`src/rtl/exec_unit.sv`:
```
// Execute/write-back stage: captures register-file operands on start and runs single-cycle ALU ops
// or iterative shift-add multiply / restoring divide, then drives the register-file write port.
module exec_unit #(
  parameter int WIDTH = 8,
  parameter int AW    = 3
) (
  input  logic             clk,
  input  logic             rst,
  input  logic             start,
  input  logic [2:0]       op,
  input  logic [WIDTH-1:0] a,
  input  logic [WIDTH-1:0] b,
  input  logic [AW-1:0]    dest,
  output logic             busy,
  output logic             done,
  output logic [WIDTH-1:0] result,
  output logic             zero,
  output logic [WIDTH-1:0] wd3,
  output logic [AW-1:0]    wa3,
  output logic             we3
);

  localparam int CW = $clog2(WIDTH + 1);
  localparam logic [CW-1:0] CNT_INIT = CW'(WIDTH);
  localparam logic [CW-1:0] CNT_LAST = CW'(1);

  localparam logic [2:0] OP_ADD  = 3'b000;
  localparam logic [2:0] OP_SUB  = 3'b001;
  localparam logic [2:0] OP_AND  = 3'b010;
  localparam logic [2:0] OP_OR   = 3'b011;
  localparam logic [2:0] OP_SLT  = 3'b100;
  localparam logic [2:0] OP_MUL  = 3'b101;
  localparam logic [2:0] OP_DIVU = 3'b110;
  localparam logic [2:0] OP_REMU = 3'b111;

  typedef enum logic [1:0] {IDLE, CALC, WB} state_t;

  state_t           state, state_nxt;
  logic [2:0]       op_p0;
  logic [AW-1:0]    dest_p0;
  logic [CW-1:0]    cnt;
  logic [WIDTH:0]   acc, acc_nxt;
  logic [WIDTH-1:0] sh, sh_nxt;
  logic [WIDTH-1:0] opnd, opnd_nxt;
  logic [WIDTH:0]   trial;
  logic [WIDTH-1:0] alu_res, iter_res;
  logic             is_iter;
  logic [WIDTH-1:0] result_q;
  logic             zero_q;
  logic [AW-1:0]    wa_q;

  function automatic logic [WIDTH-1:0] alu(input logic [2:0] f,
                                           input logic [WIDTH-1:0] x,
                                           input logic [WIDTH-1:0] y);
    logic signed [WIDTH-1:0] sx;
    logic signed [WIDTH-1:0] sy;
    sx = x;
    sy = y;
    case (f)
      OP_ADD:  alu = x + y;
      OP_SUB:  alu = x - y;
      OP_AND:  alu = x & y;
      OP_OR:   alu = x | y;
      OP_SLT:  alu = {{(WIDTH-1){1'b0}}, (sx < sy)};
      default: alu = '0;
    endcase
  endfunction

  assign alu_res = alu(op, a, b);
  assign is_iter = (op == OP_MUL) || (op == OP_DIVU) || (op == OP_REMU);

  // One iteration: MUL uses acc as partial product, sh as multiplier, opnd as shifting multiplicand.
  // Divide uses acc as partial remainder, sh as dividend shifting into quotient, opnd as divisor.
  always_comb begin
    acc_nxt  = acc;
    sh_nxt   = sh;
    opnd_nxt = opnd;
    trial    = '0;
    if (op_p0 == OP_MUL) begin
      acc_nxt  = {1'b0, acc[WIDTH-1:0] + (sh[0] ? opnd : '0)};
      sh_nxt   = sh >> 1;
      opnd_nxt = opnd << 1;
    end else begin
      trial = {acc[WIDTH-1:0], sh[WIDTH-1]} - {1'b0, opnd};
      if (!trial[WIDTH]) begin
        acc_nxt = trial;
        sh_nxt  = {sh[WIDTH-2:0], 1'b1};
      end else begin
        acc_nxt = {acc[WIDTH-1:0], sh[WIDTH-1]};
        sh_nxt  = {sh[WIDTH-2:0], 1'b0};
      end
    end
  end

  // A zero divisor never fails the trial subtraction, giving all-ones quotient and remainder = a.
  assign iter_res = (op_p0 == OP_DIVU) ? sh_nxt : acc_nxt[WIDTH-1:0];

  always_comb begin
    state_nxt = state;
    case (state)
      IDLE: if (start) state_nxt = is_iter ? CALC : WB;
      CALC: if (cnt == CNT_LAST) state_nxt = WB;
      WB:   state_nxt = IDLE;
      default: state_nxt = IDLE;
    endcase
  end

  always_ff @(posedge clk or posedge rst) begin
    if (rst) begin
      state    <= IDLE;
      op_p0    <= '0;
      dest_p0  <= '0;
      cnt      <= '0;
      acc      <= '0;
      sh       <= '0;
      opnd     <= '0;
      result_q <= '0;
      zero_q   <= 1'b0;
      wa_q     <= '0;
    end else begin
      state <= state_nxt;
      case (state)
        IDLE: begin
          if (start) begin
            op_p0   <= op;
            dest_p0 <= dest;
            if (is_iter) begin
              cnt  <= CNT_INIT;
              acc  <= '0;
              sh   <= (op == OP_MUL) ? b : a;
              opnd <= (op == OP_MUL) ? a : b;
            end else begin
              result_q <= alu_res;
              zero_q   <= (alu_res == '0);
              wa_q     <= dest;
            end
          end
        end
        CALC: begin
          acc  <= acc_nxt;
          sh   <= sh_nxt;
          opnd <= opnd_nxt;
          cnt  <= cnt - 1'b1;
          if (cnt == CNT_LAST) begin
            result_q <= iter_res;
            zero_q   <= (iter_res == '0);
            wa_q     <= dest_p0;
          end
        end
        default: ;
      endcase
    end
  end

  assign busy   = (state != IDLE);
  assign done   = (state == WB);
  assign we3    = (state == WB);
  assign result = result_q;
  assign wd3    = result_q;
  assign zero   = zero_q;
  assign wa3    = wa_q;

endmodule
```
`config.mk`:
```
export PLATFORM = sky130hd
export DESIGN_NAME = exec_unit
export DESIGN_NICKNAME = d
export VERILOG_FILES = /design/src/rtl/exec_unit.sv
export SDC_FILE = /design/constraint.sdc
export NUM_CORES = 1
export LEC_CHECK = 0
export ABC_CLOCK_PERIOD_IN_PS = 4000
export CORE_MARGIN = 2
export CORE_UTILIZATION = 48
export DETAILED_ROUTE_END_ITERATION = 8
export GPL_TIMING_DRIVEN = 0
export PLACE_DENSITY_LB_ADDON = 0.25
export SKIP_LAST_GASP = 1
export SLEW_MARGIN = 20
export SYNTH_ARGS = -nofsm -noshare
export SYNTH_HDL_FRONTEND = slang
export SYNTH_SLANG_ARGS = --single-unit
```
`constraint.sdc`:
```
create_clock -name clk -period 4 [get_ports clk]
set_clock_uncertainty 0.15 [all_clocks]
set_input_delay 0.4 -clock clk [delete_from_list [all_inputs] [get_ports clk]]
set_output_delay 0.4 -clock clk [all_outputs]
set_load 0.05 [all_outputs]
```
# Yosys cells after proc, flatten, opt, wreduce, memory -nomap -nowiden
# Cells that the tools add are included.
# totals
register_bits	48
latchBits	0
ram_bits	0
mem_bits_ro	0
inputBits	25
out_inout_bits	23
elab_cells	86
n_memories	0
# classes
addsub	5
mul	0
div_mod_pow	0
n_lt_le_gt_ge	1
eq_ne	17
n_shift	0
mux	38
n_bitwise	2
n_reduce_logical	13
# op_table
operator	count
two-way mux 8 bit	17
one-hot mux 8 bit (2 select lines)	4
one-hot mux 8 bit (5 select lines)	1
== test 3 bit (second input constant)	6
adder 8 bit	2
zero test 8 bit	2
!= test 2 bit (second input constant)	5
two-way mux 3 bit	3
subtractor 9 x 8 -> 9 bit	1
AND 8 bit	1
< comparator 8 bit	1
two-way mux 4 bit	2
OR 8 bit	1
one-hot mux 4 bit (2 select lines)	1
AND reduction 4 bit	2
subtractor 8 bit	1
== test 3 x 2 -> 1 bit (second input constant)	2
two-way mux 2 bit	3
one-hot mux 3 bit (2 select lines)	1
== test 4 x 1 -> 1 bit (second input constant)	1
two-way mux 1 bit	4
one-hot mux 2 bit (2 select lines)	1
AND reduction 2 bit	2
nonzero test 2 bit	2
other kinds (9)	10

# Longest topological paths before layout
# depth
word_depth	7
mapped_depth	13
mapped_depth_nobuf	12

# Worst setup path before layout
# No wires, ideal clock.
# synth_timing
path_kind	register -> register
start	register sh[7]
end	register result_q[4], in the netlist result[4]
setup_ns	0.125
t_arrival_ns	2.788
required_time_ns	3.725
path_slack_ns	0.937
path_stages_with_launch	14
path_buffers	1
period_less_slack_ns	3.063
cell_sequence	dfrtp_1 inv_1 ha_1 inv_1 fa_1 a21oi_1 a2bb2oi_2 a211oi_4 xnor2_2 buf_2 mux2i_1 a21o_1 mux2i_1 mux2_2
# synth_via
elab_chain_len	6
# synth_rtl
item	line_no	rtl
from (decl)	43	logic [WIDTH-1:0] sh, sh_nxt;
from (signal assigned)	130	sh <= (op == OP_MUL) ? b : a;
from (signal assigned)	141	sh <= sh_nxt;
subtractor 9 x 8 -> 9 bit	84	trial = {acc[WIDTH-1:0], sh[WIDTH-1]} - {1'b0, opnd};
two-way mux 8 bit	85	if (!trial[WIDTH]) begin
two-way mux 8 bit	79	if (op_p0 == OP_MUL) begin
two-way mux 8 bit	96	assign iter_res = (op_p0 == OP_DIVU) ? sh_nxt : acc_nxt[WIDTH-1:0];
two-way mux 8 bit	144	if (cnt == CNT_LAST) begin
one-hot mux 8 bit (2 select lines)	122	case (state)
to (signal assigned)	133	result_q <= alu_res;
to (signal assigned)	145	result_q <= iter_res;
to (decl)	48	logic [WIDTH-1:0] result_q;
# Every way passes these cells. The select of a mux whose other input is x is not followed.
# A chain may end at the register's enable or synchronous reset.

# Final worst setup path
# Ends and elaborated chain as after synthesis.

==> out/qor_table.md <==
| Result | Value | Unit |
|---|---|---|
| Met3 track utilization from global routing | 3.15 | % |
| Post-Syn Area | 4630 | µm² |
| Most heavily used metal layer in global routing | met2 | - |
| EDFF count, synth | 0 | - |
| IO Pins | 48 | - |
| Global-route wire length before repair | 20800 | µm |
| Final layout net count | 691 | - |
| Cell area after placement | 5270 | µm² |
| Proportion of synthesized chip area in sequential cells | 25.9 | % |
| Synthesized instance count | 566 | - |
| Max-Cap Viols | 0 | - |
| Die Width | 102 | µm |
| Post-detailed-route DRC marker count | 0 | - |
| Part of the power in registers | 20.8 | % |
| Vias in the first global route | 4217 | - |
| Leakage dissipation | 2.46 | nW |
| Fillers | 896 | - |
| GR Layer Usage met2 | 44.9 | % |
| Core region area | 9280 | µm² |
| GRT Util Overall | 25.2 | % |
| Final setup violating endpoints | 0 | - |
| Final std cell area, no fill | 5400 | µm² |
| Pin count of the biggest net entering global routing | 33 | - |
| Number of cells upsized or downsized after cts | 0 | - |
| Routed WL | 12900 | µm |
| Fmax | 272 | MHz |
| Final setup margin | 323 | ps |
| Residual overflow from global routing | 0 | - |
| Antenna viol nets, final | 0 | - |
| Root Buffer | sky130_fd_sc_hd__clkbuf_8 | - |
| Final-layout worst hold slack | 229 | ps |
| Worst slew pin tran | 739 | ps |
| Area growth syn-to-layout | 16.5 | % |
| Fraction of final layout cells with drive strength greater than 1 | 7.41 | % |
| Number of slew-limit violations in the final report | 0 | - |
| Fraction of registers with async set/reset | 100 | % |
| Crit path kind | register to register | - |
| Worst max-slew margin expressed relative to the limit | 50.5 | % |
| Mean area per synthesized cell | 8.18 | µm² |
| Final Hold Violating Endpoints | 0 | - |
| Peak fanout along the critical path | 10 | - |
| CTS clk-pin slew, worst paths | 100 | ps |
| Clock buffer depth | 2 | - |
| Run status | finished clean | - |
| Inserted Clock Buffers | 5 | - |
| Cts-stage hold buffer count | 0 | - |
| Nets in the synthesized netlist | 637 | - |
| Final Wtd Congestion | 0.982 | - |
| Worst Setup Start Kind | register | - |
| Leading cell types by total area after synthesis | sky130_fd_sc_hd__dfrtp_1 26%, sky130_fd_sc_hd__ha_1 11%, sky130_fd_sc_hd__a21oi_1 5.6% | - |
| TritonCTS clock tree | yes | - |
| Count of input and output buffers | 46 | - |
| Clk network pwr share | 8.5 | % |
| Inserted Diodes | 0 | - |
| VDD IR max | 0.381 | mV |
| Average wire per cell in the routed design | 17.2 | µm |
| Pwr per Cell Area | 842 | nW/µm² |
| Synthesis-stage register bit count | 48 | - |
| RSZ-0062 raised after global routing | false | - |
| Crit path arrival time | 3720 | ps |
| Cell taking the most area after synthesis | sky130_fd_sc_hd__dfrtp_1 | - |
| Row count | 35 | - |
| Number of synthesis warnings | 0 | - |
| Via density | 5.83 | - |
| Count of different cell masters after synthesis | 68 | - |
| Place WS | 345 | ps |
| Total via count after detailed routing | 4374 | - |
| Initial Utilization | 49.9 | % |
| Post-CTS setup buffer count | 0 | - |
| HPWL after detailed placement | 10200 | µm |
| Dominant register cell in the synthesized netlist | sky130_fd_sc_hd__dfrtp_1 | - |
| Critical path required time | 4040 | ps |
| Final period demand of the worst path | 3680 | ps |
| Starting DRT DRC Count | 257 | - |
| Die Y | 102 | µm |
| Total power draw | 4.54 | mW |
| Combinational share of power | 70.7 | % |
| Clock latency at the later pin of the worst-skew pair | 300 | ps |
| Most repeated cell in the gate-level netlist after synthesis | sky130_fd_sc_hd__nor2_1 | - |
| Final sum of negative setup slack | 0 | ps |
| Switching power of the nets | 2.32 | mW |
| Initial antenna violation count | 0 | - |
| Yosys top cell area share | 25.9 | % |
| Clock sink count | 48 | - |
| Share of total power consumed by net switching | 51.1 | % |
| Die ar. | 10500 | µm² |
| Critical Path Sink Type | register | - |
| First-pass DRT Iterations | 7 | - |
| Cell-internal power | 2.22 | mW |
| Total number of H-tree levels | 2 | - |
| Met1 usage in global routing | 32.0 | % |
| Final critical-path share of the clock period | 91.9 | % |
| Worst min-delay path category | primary input to asynchronous set/reset pin | - |
| Top cells by count, synth | 53 x sky130_fd_sc_hd__nor2_1, 52 x sky130_fd_sc_hd__a21oi_1, 52 x sky130_fd_sc_hd__nand2_1, 48 x sky130_fd_sc_hd__dfrtp_1 | - |
-- flip-flops by register name, indices dropped and copies added (netlist names) --
| name | count |
|---|---|
| acc | 8 |
| cnt | 4 |
| dest_p0 | 3 |
| op_p0 | 3 |
| opnd | 8 |
| result | 8 |
| sh | 8 |
| state | 2 |
| wa3 | 3 |
| zero | 1 |
-- critical path, stage by stage (launching register included) --
cell and delay, ps:
sky130_fd_sc_hd__dfrtp_1 430, sky130_fd_sc_hd__inv_1 100, sky130_fd_sc_hd__ha_1 180, sky130_fd_sc_hd__inv_1 60, sky130_fd_sc_hd__fa_1 400, sky130_fd_sc_hd__a21oi_1 240
sky130_fd_sc_hd__a2bb2oi_2 300, sky130_fd_sc_hd__a211oi_4 140, sky130_fd_sc_hd__xnor2_2 380, sky130_fd_sc_hd__buf_2 320, sky130_fd_sc_hd__mux2i_1 300, sky130_fd_sc_hd__a21o_1 190
sky130_fd_sc_hd__mux2i_1 90, sky130_fd_sc_hd__mux2_2 290
-- power groups by stage --
| stage | registers, mW | logic (mW) | clock network [mW] |
|---|---|---|---|
| after detailed placement | 0.951 | 3.19 | 0 |
| final | 0.946 | 3.21 | 0.385 |
| after global placement | 0.940 | 3.11 | 0 |
| after global routing | 0.976 | 3.51 | 0.410 |
| after CTS | 0.939 | 3.21 | 0.389 |
| after floorplan | 1.08 | 2.20 | 0 |
-- area by class of cell --
type,instances,area [µm²],share of cell area [%]
sequential,48,1200,22.3
tap,129,161,2.99
multi-input combinational,440,3100,57.5
buffer,36,170,3.15
inverter,42,158,2.92
clock buffer,6,82.6,1.53
clock inverter,2,38.8,0.719
timing repair buffer,47,480,8.91
-- worst paths after layout --
| path | startpoint | end | slack, ps | cells past startpoint |
|---|---|---|---|---|
| min in group clk | dest_p0[1] | dest_p0[1] | 370 | 1 |
| worst max-delay path | sh[7] | result[4] | 320 | 13 |
| max in group asynchronous | rst | opnd[3] | 2960 | 3 |
| worst min register to register | dest_p0[1] | dest_p0[1] | 370 | 1 |
| worst max register to register | sh[7] | result[4] | 320 | 13 |
| worst min-delay path | rst | dest_p0[1] | 230 | 2 |
-- cell families (layout without fill, tap and decap cells) --
logic type,after synthesis,after routing,share of synthesized area [%]
simple gates,175,175,18.6
compound gates,168,168,24.1
buf+inv,78,133,7.08
flops,48,48,25.9
fa+ha+maj,46,46,13.1
mux,34,34,7.81
xor+xnor,17,17,3.38
-- layer usage --
layer,vias up,routed length [µm]
met5,-,0
met4,0,314
met3,24,750
met2,152,6190
met1,2082,5630
li1,2116,-
-- placed cells by master, fill, tap and decap left out, types with 13 or more instances in the layout --
master / count
sky130_fd_sc_hd__mux2i_1: 20
sky130_fd_sc_hd__o21ai_0: 34
sky130_fd_sc_hd__dfrtp_1: 48
sky130_fd_sc_hd__nand2_1: 52
sky130_fd_sc_hd__a21oi_1: 52
sky130_fd_sc_hd__nor2_1: 53
sky130_fd_sc_hd__mux2_2: 13
sky130_fd_sc_hd__ha_1: 42
sky130_fd_sc_hd__clkbuf_1: 25
sky130_fd_sc_hd__inv_1: 41
sky130_fd_sc_hd__clkdlybuf4s50_1: 46
-- per-stage QoR --
step           std cells  util, %
6_report             750     58.1
5_1_grt              750     58.1
4_1_cts              750     58.1
3_5_place_dp         742     56.8
3_3_place_gp         741     56.6
2_1_floorplan        566        -
Power figures use the tool's default switching activity.
